## config.mk

```make
export PLATFORM = sky130hd
export DESIGN_NAME = uart_tx_mmio
export DESIGN_NICKNAME = d
export VERILOG_FILES = /design/src/rtl/uart_pkg.sv /design/src/rtl/sync_fifo.sv /design/src/rtl/uart_tx_mmio.sv
export SDC_FILE = /design/constraint.sdc
export NUM_CORES = 1
export LEC_CHECK = 0
export CAP_MARGIN = 20
export CORE_UTILIZATION = 25
export DETAILED_ROUTE_END_ITERATION = 10
export GPL_ROUTABILITY_DRIVEN = 0
export SLEW_MARGIN = 5
export SYNTH_ARGS = -nofsm -noshare
export SYNTH_HDL_FRONTEND = slang
export SYNTH_SLANG_ARGS = --single-unit
export TNS_END_PERCENT = 50
```

## constraint.sdc

```tcl
create_clock -name clk -period 2.7 [get_ports clk]
set_input_delay 0.54 -clock clk [delete_from_list [all_inputs] [get_ports clk]]
set_output_delay 0.54 -clock clk [all_outputs]
set_load 0.03 [all_outputs]
```

## src/rtl/uart_pkg.sv

```systemverilog
// Shared types and register map for the console UART blocks.
// Holds the TX FSM encoding, register offsets and STATUS bit positions.
package uart_pkg;

   typedef enum logic [1:0] {
      TX_IDLE,
      TX_START,
      TX_DATA,
      TX_STOP
   } tx_state_e;

   localparam logic [31:0] UART_TXDATA_OFS = 32'h0;
   localparam logic [31:0] UART_STATUS_OFS = 32'h4;

   localparam int ST_BUSY = 0;
   localparam int ST_FULL = 1;
   localparam int ST_OVF  = 2;
   localparam int ST_CNT  = 3;

   function automatic logic [2:0] sat3(input logic [31:0] v);
      return (v > 32'd7) ? 3'd7 : v[2:0];
   endfunction

endpackage

```

## src/rtl/sync_fifo.sv

```systemverilog
// Small synchronous FIFO with occupancy count.
// Push on full and pop on empty are silently ignored.
module sync_fifo #(
   parameter int WIDTH = 8,
   parameter int DEPTH = 4
) (
   input  logic                     clk,
   input  logic                     rst_n,
   input  logic                     push,
   input  logic [WIDTH-1:0]         wdata,
   input  logic                     pop,
   output logic [WIDTH-1:0]         rdata,
   output logic                     full,
   output logic                     empty,
   output logic [$clog2(DEPTH):0]   count
);

   localparam int AW = $clog2(DEPTH);

   logic [WIDTH-1:0] mem [DEPTH];
   logic [AW-1:0]    wr_ptr;
   logic [AW-1:0]    rd_ptr;
   logic             do_push;
   logic             do_pop;

   assign full    = (count == (AW+1)'(DEPTH));
   assign empty   = (count == '0);
   assign do_push = push & ~full;
   assign do_pop  = pop & ~empty;
   assign rdata   = mem[rd_ptr];

   always_ff @(posedge clk) begin
      if (do_push) begin
         mem[wr_ptr] <= wdata;
      end
   end

   always_ff @(posedge clk or negedge rst_n) begin
      if (!rst_n) begin
         wr_ptr <= '0;
         rd_ptr <= '0;
         count  <= '0;
      end else begin
         if (do_push) begin
            wr_ptr <= wr_ptr + AW'(1);
         end
         if (do_pop) begin
            rd_ptr <= rd_ptr + AW'(1);
         end
         unique case ({do_push, do_pop})
            2'b10:   count <= count + (AW+1)'(1);
            2'b01:   count <= count - (AW+1)'(1);
            default: count <= count;
         endcase
      end
   end

endmodule

```

## src/rtl/uart_tx_mmio.sv

```systemverilog
// Memory-mapped 8N1 UART transmitter with TX FIFO and STATUS register.
// Byte stores to TXDATA are queued; STATUS supports polling and ovf clear.
module uart_tx_mmio
   import uart_pkg::*;
#(
   parameter int          CLKS_PER_BIT = 868,
   parameter int          FIFO_DEPTH   = 4,
   parameter logic [31:0] BASE_ADDR    = 32'h1000
) (
   input  logic        clk,
   input  logic        rst_n,
   input  logic        wen,
   input  logic        ren,
   input  logic [31:0] addr,
   input  logic [31:0] wdata,
   input  logic        intr,
   output logic [31:0] rdata,
   output logic        tx_busy,
   output logic        uart_out
);

   localparam int          AW      = $clog2(FIFO_DEPTH);
   localparam int          CW      = $clog2(CLKS_PER_BIT);
   localparam logic [CW-1:0] CNT_MAX = CW'(CLKS_PER_BIT - 1);
   localparam logic [31:0] TX_ADDR = BASE_ADDR + UART_TXDATA_OFS;
   localparam logic [31:0] ST_ADDR = BASE_ADDR + UART_STATUS_OFS;

   logic          wr_ok;
   logic          push;
   logic          stat_wr;
   logic          drop;
   logic          ovf;
   logic          fifo_pop;
   logic          fifo_full;
   logic          fifo_empty;
   logic [7:0]    fifo_data;
   logic [AW:0]   fifo_count;

   tx_state_e     state;
   tx_state_e     state_nxt;
   logic [CW-1:0] cnt;
   logic [CW-1:0] cnt_nxt;
   logic [2:0]    bit_idx;
   logic [2:0]    bit_nxt;
   logic [7:0]    shreg;
   logic [7:0]    shreg_nxt;
   logic          line;
   logic          line_nxt;
   logic          bit_end;
   logic [31:0]   status;
   logic          unused_wdata;

   assign unused_wdata = ^{wdata[31:8], wdata[1:0]};

   assign wr_ok   = wen & ~intr;
   assign push    = wr_ok & (addr == TX_ADDR);
   assign stat_wr = wr_ok & (addr == ST_ADDR);
   assign drop    = push & fifo_full;

   sync_fifo #(
      .WIDTH (8),
      .DEPTH (FIFO_DEPTH)
   ) u_fifo (
      .clk   (clk),
      .rst_n (rst_n),
      .push  (push),
      .wdata (wdata[7:0]),
      .pop   (fifo_pop),
      .rdata (fifo_data),
      .full  (fifo_full),
      .empty (fifo_empty),
      .count (fifo_count)
   );

   // A drop in the same cycle as a clear keeps ovf set.
   always_ff @(posedge clk or negedge rst_n) begin
      if (!rst_n) begin
         ovf <= 1'b0;
      end else if (drop) begin
         ovf <= 1'b1;
      end else if (stat_wr & wdata[2]) begin
         ovf <= 1'b0;
      end
   end

   assign bit_end = (cnt == CNT_MAX);

   always_ff @(posedge clk or negedge rst_n) begin
      if (!rst_n) begin
         state   <= TX_IDLE;
         cnt     <= '0;
         bit_idx <= '0;
         shreg   <= '0;
         line    <= 1'b1;
      end else begin
         state   <= state_nxt;
         cnt     <= cnt_nxt;
         bit_idx <= bit_nxt;
         shreg   <= shreg_nxt;
         line    <= line_nxt;
      end
   end

   always_comb begin
      state_nxt = state;
      cnt_nxt   = cnt;
      bit_nxt   = bit_idx;
      shreg_nxt = shreg;
      line_nxt  = line;
      fifo_pop  = 1'b0;
      unique case (state)
         TX_IDLE: begin
            cnt_nxt = '0;
            if (!fifo_empty) begin
               fifo_pop  = 1'b1;
               shreg_nxt = fifo_data;
               line_nxt  = 1'b0;
               state_nxt = TX_START;
            end
         end
         TX_START: begin
            cnt_nxt = cnt + CW'(1);
            if (bit_end) begin
               cnt_nxt   = '0;
               bit_nxt   = '0;
               line_nxt  = shreg[0];
               state_nxt = TX_DATA;
            end
         end
         TX_DATA: begin
            cnt_nxt = cnt + CW'(1);
            if (bit_end) begin
               cnt_nxt = '0;
               if (bit_idx == 3'd7) begin
                  line_nxt  = 1'b1;
                  state_nxt = TX_STOP;
               end else begin
                  bit_nxt  = bit_idx + 3'd1;
                  line_nxt = shreg[bit_idx + 3'd1];
               end
            end
         end
         TX_STOP: begin
            cnt_nxt = cnt + CW'(1);
            if (bit_end) begin
               cnt_nxt = '0;
               // Chain straight into the next start bit when data waits.
               if (!fifo_empty) begin
                  fifo_pop  = 1'b1;
                  shreg_nxt = fifo_data;
                  line_nxt  = 1'b0;
                  state_nxt = TX_START;
               end else begin
                  line_nxt  = 1'b1;
                  state_nxt = TX_IDLE;
               end
            end
         end
         default: begin
            state_nxt = TX_IDLE;
         end
      endcase
   end

   assign tx_busy  = ~fifo_empty | (state != TX_IDLE);
   assign uart_out = line;

   always_comb begin
      status                       = '0;
      status[ST_BUSY]              = tx_busy;
      status[ST_FULL]              = fifo_full;
      status[ST_OVF]               = ovf;
      status[ST_CNT+2:ST_CNT]      = sat3(32'(fifo_count));
   end

   assign rdata = (ren && (addr == ST_ADDR)) ? status : 32'd0;

endmodule

```

# Yosys cells after proc, flatten, opt, wreduce, memory -nomap -nowiden
# Memory sizes are Yosys's and may differ from the RTL's.
# Cells that the tools add are included.
# totals
reg_bits	32
latch_bits	0
mem_bits_rw	32
mem_bits_ro	0
in_bits	69
output_inout_bits	34
wordCells	91
n_memories	1
# memory_table
memory	words	width	rd	rd_ports_with_merged_regs	write_ports	line_no	rtl
u_fifo.mem	4	8	1	0	1	sync_fifo.sv:20	logic [WIDTH-1:0] mem [DEPTH];
# op_classes
n_addsub	6
multipliers	0
n_div	0
magnitude_cmp	1
n_eq_ne	16
shift	0
mux	34
bitwise	11
reduce_logical	13
# ops
cell	n
$eq A32 B13 Y1 const B	2
$pmux W10 S2	1
$mux W8	2
$pmux W8 S2	1
$mux W1	14
$ne A2 B2 Y1 const B	6
$pmux W3 S2	2
$add A10 B1 Y10 const B	1
$eq A10 B10 Y1 const B	1
$mux W10	1
$mux W2	5
$reduce_bool A2 Y1	5
$mux W3	3
$pmux W2 S4	1
$reduce_and A4 Y1	2
$and A1 B1 Y1	7
$add A3 B1 Y3 const B	2
$eq A2 B2 Y1 const B	3
$eq A3 B3 Y1 const B	2
$mux W6	1
$reduce_and A5 Y1	1
$add A2 B1 Y2 const B	2
$eq A2 B1 Y1 const B	2
$lt A3 B4 Y1 const B	1
other kinds (11)	13

# Logic depth before layout (Yosys ltp)
# Gate-level depths: netlist (run 1).
# logic_depth
word_depth	7
mapped_depth	10
ltp_nobuf	10

# Cells and area by module
# Synthesis (run 1) repeated with hierarchy kept, for this count alone.
# hier_totals
cells_unflattened	252
area_unflattened_um2	3337.0
# by_module_without_submodules
module	n_inst	cells_each	area_each_um2	seq_area_each_um2
uart_tx_mmio	1	173	1744.2	626.9
sync_fifo	1	79	1592.8	1136.1

# Worst setup path after synthesis (run 1)
# Ideal clock, no wire load.
# synth_path
path_kind	input port to output port
start	in addr[13]
end	out rdata[2]
arrival_time_ps	2145
required_time_ps	2160
path_slack_ps	15
path_stages	3
n_path_buf	0
cell_sequence	nor4b_1 -> nand4_1 -> nor4_1
# synth_between
elab_chain_cells	3
# synth_lines
element	line_no	rtl
start, declared	uart_tx_mmio.sv:14	input logic [31:0] addr,
$eq A32 B13 Y1	uart_tx_mmio.sv:176	assign rdata = (ren && (addr == ST_ADDR)) ? status : 32'd0;
$logic_and A1 B1 Y1	uart_tx_mmio.sv:176	
$mux W6	uart_tx_mmio.sv:176	
end, declared	uart_tx_mmio.sv:17	output logic [31:0] rdata,
# Every way passes these cells.

# Worst setup path in the final report (run 1)
# layout_path
start	in addr[22]
end	out rdata[4]
# The elaborated chain is that of the path after synthesis.

==> metrics.csv, run 1 <==
metric,value,unit
largest cells by area after synthesis,"edfxtp_1 29%, dfrtp_1 23%, mux4_2 6.1%",
"most common cell after layout, fill and taps aside",clkdlybuf4s50_1,
kind of cell adding the most delay to the critical path,buffers and inverters,
GR Overflow Total,0,
CP arrival,2200,ps
critical path type,in2out,
IO buf count,52,
global-route wire length before repair,10200,um
DIE AREA,13700,sq um
"Cell Area, Synth",3310,sq um
worst hold slack,486,ps
FMAX,365,MHz
worst setup margin,-42.5,ps
CTS max path bufs,2,
slowest cell on the critical path,clkdlybuf4s50_1,
failing checks,setup timing,
root buf cell,clkbuf_16,
antenna violations before repair,0,
WP buf/inv,3,
"Req. time, crit path",2160,ps
Leak,1.76,nW
Slew @ Worst Pin,575,ps
drc violations,0,
startpoint types,input port,
Synth area leader,edfxtp_1,
Setup TNS,-42.5,ps
Wirelength per Cell,12.5,um
area grow syn2layout,31.4,%
Die H,117,um
cell area after layout,4350,sq um
Iteration-0 DRC Markers,78,
CP max FO,5,
Switching Power,0.515,mW
fin crit period,2740,ps
Comb power frac,8.8,%
Synth async-reset ratio,50.0,%
post-synthesis average cell area,13.1,sq um
# nets final,407,
FP Rows,41,
Final Cycle Share,102,%
max_slew headroom,61.7,%
most frequent cells in the layout,"45 x clkdlybuf4s50_1, 32 x edfxtp_1, 31 x dfrtp_1",
clock share of power,46.2,%
clock slew at reported path FFs,50,ps
DR pass1 iterations,4,
fraction of layout cells with a size suffix above 1,21.9,%
Detailed Route WL,6260,um
Seq cells post-synth,64,
clk_skew,7.66,ps
Ant. Diodes,0,
final hold vios,0,
CTS tree,built,
"slowest stage delay, CP",410,ps
Syn Inst Count,253,
final antenna-violating net count,0,
Hold Path Class,reg2reg,
Ports,103,
status,finished with violations,
clock sink count,64,
Synth Flop Type,edfxtp_1,
Placed Area,4010,sq um
share of the synthesized area in the top cell type,29.0,%
DRT met1 WL,2730,um
register area share after synthesis,53.2,%
clk_lat worst skew,320,ps
vias in the first global route,2082,
Die W,117,um
peak supply drop,0.000347,V
"EDFF count, synth",32,
RSZ-0062 raised after global routing,true,
DR vias,2133,
dpl hpwl,4740,um
core region area,12800,sq um
Yosys warning count,0,
"Cell Chain, Critical Path","clkdlybuf4s50_1, nor4_1, nand4_1, buf_4, nor4_1, buf_4",
htree depth,3,
Num CTS Buffers,9,
Via density,4.26,
endpoints failing setup,1,
Initial Util,25.9,%
Switching Share,21.4,%
total track usage,9.75,%
largest net degree at the start of global routing,33,
power per cell area,552,nW/um^2
"Distinct cells, synth",49,
Flop pwr share,45.1,%
crit end category,output pin,
Max Cap Viol,0,
Pint,1.89,mW
routed wl met2,3140,um
DR top layer,met4,
metal3 WL,312,um
Final Core Density,34.1,%
final slew viol count,0,
## through the flow
stage	cells	setup slack, ps	total power, mW
after floorplan	278	15.0	1.24
after global placement	485	-64.1	1.31
after detailed placement	485	-74.5	1.31
after CTS	501	10.5	2.44
after global routing	501	-105	2.50
final	501	-42.5	2.40
## per-layer routing
metal / vias to the layer above / track usage, %
li1: 1020 / -
met1: 1041 / 11.9
met2: 65 / 16.3
met3: 7 / 3.09
met4: 0 / 3.46
met5: - / 0
## final timing paths
kind | slack, ps | depth (start not counted) | from | end
setup / recovery | -40 | 6 | addr[22] | rdata[4]
min in group asynchronous | 630 | 2 | rst_n | shreg[5]$_DFFE_PN0P_
hold / removal | 490 | 1 | cnt[0]$_DFF_PN0_ | cnt[0]$_DFF_PN0_
setup reg to reg | 210 | 10 | cnt[0]$_DFF_PN0_ | u_fifo.count[2]$_DFFE_PN0P_
hold reg to reg | 490 | 1 | cnt[0]$_DFF_PN0_ | cnt[0]$_DFF_PN0_
max in group asynchronous | 1720 | 2 | rst_n | uart_out$_DFFE_PN1P_
## Yosys cell counts, types with 3 or more instances
cell and number:
edfxtp_1 32, dfrtp_1 31, buf_4 26, ha_1 13, nor2_1 13, inv_1 12
nand3_1 11, xor2_1 10, mux4_2 9, nor4_1 9, mux2_4 8, and2_1 7
nor3_1 6, o21ai_0 6, nand2_1 5, mux2_2 4, nand2b_1 4, nand4_1 4
xnor2_1 4, and3_1 3
## cell families after synthesis
kind of cell,share of synthesized area (%)
mux,11.1
simple gates,14.1
other cells,0.113
flops,53.2
fa+ha+maj,5.51
xor+xnor,3.70
buf+inv,8.42
compound gates,3.81
## cell type report
cell class / instances / area, sq um
clock inverter: 6 / 61.3
inverter: 12 / 45.0
tap: 172 / 215
timing repair buffer: 67 / 624
clock buffer: 10 / 229
multi-input combinational: 170 / 1420
fill: 1269 / 8420
sequential: 64 / 1760
## sequential cells by signal (all words and copies together), names as in the netlist
name / cells
u_fifo.count: 3
state: 2
cnt: 10
ovf: 1
uart_out: 1
u_fifo.wr_ptr: 2
bit_idx: 3
u_fifo.rd_ptr: 2
shreg: 8
u_fifo.mem: 32
## timing repair
item / CTS / global route
endpoints found under the setup margin: 4 / 6
gates resized for setup: 5 / 5
hold buffers: 0 / 0
buffers inserted: 0 / 0
pin swaps: 0 / 1
## power by group through the flow
stage / Clock, mW / Sequential [mW] / Combinational (mW)
2_1_floorplan: 0 / 1.09 / 0.150
3_3_place_gp: 0 / 1.10 / 0.204
3_5_place_dp: 0 / 1.10 / 0.209
4_1_cts: 1.14 / 1.09 / 0.211
5_1_grt: 1.19 / 1.09 / 0.230
6_report: 1.11 / 1.08 / 0.211
Power figures use the tool's default switching activity.
==> run 2: changes to the inputs <==
--- a/config.mk
+++ b/config.mk
@@ -5,10 +5,10 @@
 export SDC_FILE = /design/constraint.sdc
 export NUM_CORES = 1
 export LEC_CHECK = 0
-export CAP_MARGIN = 20
 export CORE_UTILIZATION = 25
 export DETAILED_ROUTE_END_ITERATION = 10
 export GPL_ROUTABILITY_DRIVEN = 0
+export HOLD_SLACK_MARGIN = 0.03
 export SLEW_MARGIN = 5
 export SYNTH_ARGS = -nofsm -noshare
 export SYNTH_HDL_FRONTEND = slang
==> results of run 2 <==
Final layout, timing and power as in run 1 (identical DEF).
==> RTL change 1: new RTL, config.mk and constraints of run 2 <==
Register the output `rdata`, without a reset; this adds one clock of latency there. The other outputs are not delayed to match.
--- a/src/rtl/uart_tx_mmio.sv
+++ b/src/rtl/uart_tx_mmio.sv
@@ -26,2 +26,4 @@
    localparam logic [31:0] ST_ADDR = BASE_ADDR + UART_STATUS_OFS;
+
+   logic [31:0] rdata_d;
 
@@ -175,3 +177,7 @@
 
-   assign rdata = (ren && (addr == ST_ADDR)) ? status : 32'd0;
+   assign rdata_d = (ren && (addr == ST_ADDR)) ? status : 32'd0;
+
+   always_ff @(posedge clk) begin
+      rdata <= rdata_d;
+   end
 
Function: changed (a bounded check fails within 4 cycles, from zero or initial values and one cycle with rst_n low).
==> RTL change 1 against run 2 <==
  * Area after synthesis grew 4.2%
  * Power rose by 17%
  * Sequential cell count grew 6
  * Largest power group unchanged
  * Clock skew shrank 0.0017 ns
  * First-iteration DRC count increased by 22%
  * Routed wire length decreased by 5.1%
  * Die area increased by 4.2%
  * Setup slack improved by 0.24 ns
  * Sequential share of layout area is 1.4 points higher
  * Fmax grew 9.4%
  * Critical endpoint is now tx_busy
  * Critical path depth down 1
  * Final area up 3.4%
==> RTL change 1: results (changes against run 2) <==
Status - completed
Commonest cells post-synth - edfxtp_1, dfrtp_1, buf_4
Synth Register Bits - 70 (+9.4%)
First-pass GRT wire length - 10,200 microns (-0.40%)
Met1 usage in global routing - 10.8% (-1.0 points)
Worst Skew - 0.00597 ns (-0.00169 ns)
Post-cts gate resize count - 0 (-5)
Layout net count - 406 (-0.25%)
Met3 Use GR - 2.61% (-0.48 points)
Synth cell types - 56 (+14%)
CP Launch Point - state[0]$_DFFE_PN0P_
Cell Area, Synth - 3450 sq um (+4.2%)
WS Path Type - reg2out
XOR/XNOR Fraction of Synth Area - 3.55% (-0.15 points)
Worst slew pin tran - 0.603 ns (+0.0277 ns)
Number of global-route vias before repair - 2,187 (+5.0%)
Max incr delay on CP - 0.67 ns (+0.26 ns)
Layout area overhead - 30.3%
Worst setup slack after placement - -0.0459 ns (+0.0286 ns)
WL/cell - 11.8 microns (-5.7%)
Bufs w/o clock - 63 (-6.0%)
Post-placement cell count - 488 (+0.62%)
Int Pwr - 2.20 mW (+17%)
Seq power - 1.24 mW (+15%)
Met2 GRT Util - 15.5% (-0.83 points)
Vias per Instance - 4.23 (-0.69%)
DR iter-0 viols - 95 (+22%)
Worst VDD drop - 0.000311 V (-10%)
Non-CTS inverters - 13 (+1)
Leak Pwr - 1.80 nW (+2.3%)
Crit path DAT - 1.97 ns (-0.23 ns)
# fillers - 1,338 (+5.4%)
Critical path fanouts, max - 4 (-1)
Mux contribution to synthesized area - 11.3% (+0.17 points)
DR WL met2 - 2870 microns (-8.7%)
Post-synthesis sequential area ratio - 54.5% (+1.3 points)
Met3 Wirelength - 315 microns (+0.96%)
Async SR Flop Fraction - 45.7% (-4.3 points)
Synth Area in Compound Gates - 4.42% (+0.61 points)
Comb_multi_in - 166 (-2.4%)
==> RTL change 1: cell count changes in the layout (fill, tap and decap cells not counted), moves of 3 or more <==
cell             before  now
buf_4                20    8
clkdlybuf4s50_1      45   52
dfxtp_1               0    6
nor4_1                4   10
nand3_1              11    6
o21ai_0               6    1
nor4_2                4    0
buf_12                0    3
nand2_1               5    2
==> RTL change 1: worst paths after layout <==
| path | end | slack (ns) | cells after the start |
|---|---|---|---|
| setup reg to reg | u_fifo.count[2]$_DFFE_PN0P_ | 0.22 | 10 |
| setup / recovery | tx_busy | 0.19 | 5 |
| min in group asynchronous | u_fifo.wr_ptr[1]$_DFFE_PN0P_ | 0.61 | 2 |
| hold reg to reg | cnt[0]$_DFF_PN0_ | 0.47 | 1 |
| max in group asynchronous | uart_out$_DFFE_PN1P_ | 1.75 | 2 |
| hold / removal | cnt[0]$_DFF_PN0_ | 0.47 | 1 |
==> RTL change 2: new RTL, config.mk and constraints of run 2 <==
Without the edit above. The parameter `FIFO_DEPTH` goes from 4 to 2.
--- a/src/rtl/uart_tx_mmio.sv
+++ b/src/rtl/uart_tx_mmio.sv
@@ -6,3 +6,3 @@
    parameter int          CLKS_PER_BIT = 868,
-   parameter int          FIFO_DEPTH   = 4,
+   parameter int          FIFO_DEPTH   = 2,
    parameter logic [31:0] BASE_ADDR    = 32'h1000
Formal check against the unedited RTL: not equivalent (a bounded check fails within 4 cycles, from zero or initial values and one cycle with rst_n low).
==> RTL change 2 against run 2 <==
  * Sequential power decreased by 28%
  * Sequential share of layout area down 1.9 points
  * Hold slack lost 0.0071 ns
  * Register-to-register slack improved by 0.27 ns
  * Setup slack gained 0.14 ns
  * Sequential cell count is 19 lower
  * Routed wire length shrank 32%
  * Via count is 23% lower
  * Power decreased by 41%
  * Area after synthesis down 27%
  * Die area is 27% lower
  * Final area down 28%
  * Largest power group is now registers
  * First-iteration DRC count increased by 42%
==> RTL change 2: results (changes against run 2) <==
# fillers - 961 (-24%)
Clock Path Buffers - 2 (unchanged)
Post-synthesis sequential area ratio - 50.0% (-3.2 points)
Layout cells sized above 1 - 13.8% (-8.1 points)
Fin cells - 404 (-19%)
Max_slew headroom - 64.3% (+2.6 points)
Layout net count - 352 (-14%)
Post-cts gate resize count - 1 (-4)
Synth warn - 0 (unchanged)
Clk root buf - clkbuf_8
Status - completed
Ant. Diodes - 0 (unchanged)
Hold crit path type - reg2reg
CTS Buf Count - 5 (-4)
Worst skew pair latency - 0.30 ns (-0.02 ns)
Largest registers - u_fifo.mem x16, cnt x10, shreg x8
Largest net degree at the start of global routing - 30 (-9.1%)
Commonest cells post-synth - buf_4, dfrtp_1, edfxtp_1, nor2_1, nand2_1
DR iter-0 viols - 111 (+42%)
Worst path top cell family by delay - simple AND/OR/NAND/NOR gates
TritonRoute pass-1 iters - 4 (unchanged)
Worst-path clk slew - 0.09 ns (+0.04 ns)
Async SR Flop Fraction - 64.4% (+14 points)
Leak Pwr - 1.22 nW (-31%)
Cell Area, Placed - 2990 sq um (-25%)
Crit path DAT - 2.06 ns (-0.14 ns)
Slowest CP cell - clkdlybuf4s50_1
First-pass GRT wire length - 7780 microns (-24%)
R2R Setup Slk - 0.48 ns (+0.27 ns)
Number of global-route vias before repair - 1,698 (-18%)
Max incr delay on CP - 0.42 ns
Reg2reg path depth - 7 (-3)
Hold depth - 2 (+1)
Synth cell types - 44 (-10%)
GRT Total Usage - 9.76% (+0.012 points)
Worst setup slack after placement - -0.0266 ns (+0.0479 ns)
Period utilization - 96.4% (-5.1 points)
Top FF cell, synth - dfrtp_1
Antenna violations before repair - 0 (unchanged)
Hold slack - 0.479 ns (-0.00709 ns)
Post-synth EDFFs - 16 (-50%)
Post-DP HPWL - 3310 microns (-30%)
Post-CTS Setup Bufs - 0 (unchanged)
Critical path fanouts, max - 5 (unchanged)
Cells after synthesis - 214 (-15%)
# port buffers - 51 (-1.9%)
Vias per Instance - 4.09 (-3.9%)
Top cells by area, synth - dfrtp_1, edfxtp_1, buf_4, mux2i_1, ha_1
WL/cell - 10.5 microns (-16%)
Worst Skew - 0.00956 ns (+0.00189 ns)
CTS H-tree depth - 2 (-1)
Worst VDD drop - 0.000241 V (-30%)
## RTL change 2: changes by cell type after synthesis, moves of 5 or more
cell and delta:
a22o_1 +5, mux2i_1 +13, edfxtp_1 -16, mux4_2 -8, xor2_1 -6, inv_1 -6, nand3_1 -6, o21ai_1 +6
nand2_1 +9, mux2_4 -8
## RTL change 2: per-layer routing
metal	part of all wire, %	global-route usage (%)	wire length (microns)
met5	0	0	0
met4	1.1	3.79	48
met3	4.8	2.09	206
met2	49	17.3	2090
met1	45	11.5	1910
## RTL change 2: report_power, final
group	internal, mW	switching [mW]
logic	0.0980	0.102
registers	0.754	0.0272
clock network	0.192	0.249
## RTL change 2: logic make-up (layout without fill, tap and decap cells)
group                      after synthesis  after routing  share of synthesized area [%]
AOI/OAI and AO/OA                       29             29                           8.81
xor gates and xnor gates                12             12                           4.35
adders and majority gates                9              9                           4.66
buffers and inverters                   36             71                           10.3
DFF                                     45             45                           50.0
muxes                                   16             16                           7.25
other                                    1             27                          0.155
and+or+nand+nor                         66             66                           14.5
## RTL change 2: layout make-up
cell class,count,area [sq um],share of cell area [%]
inverter,6,22.5,0.719
timing repair buffer,57,554,17.7
tap,129,161,5.16
clock buffer,5,68.8,2.20
multi-input combinational,159,1090,34.8
sequential,45,1210,38.6
clock inverter,3,26.3,0.839
## RTL change 2: path summary, 6_finish.rpt
path                                           start                     endpoint
worst max register to register      cnt[3]$_DFF_PN0_  u_fifo.count[1]$_DFFE_PN0P_
worst max-delay path                        addr[13]                     rdata[4]
worst min-delay path            uart_out$_DFFE_PN1P_         uart_out$_DFFE_PN1P_
max in group asynchronous                      rst_n         uart_out$_DFFE_PN1P_
worst min register to register  uart_out$_DFFE_PN1P_         uart_out$_DFFE_PN1P_
min in group asynchronous                      rst_n             cnt[4]$_DFF_PN0_
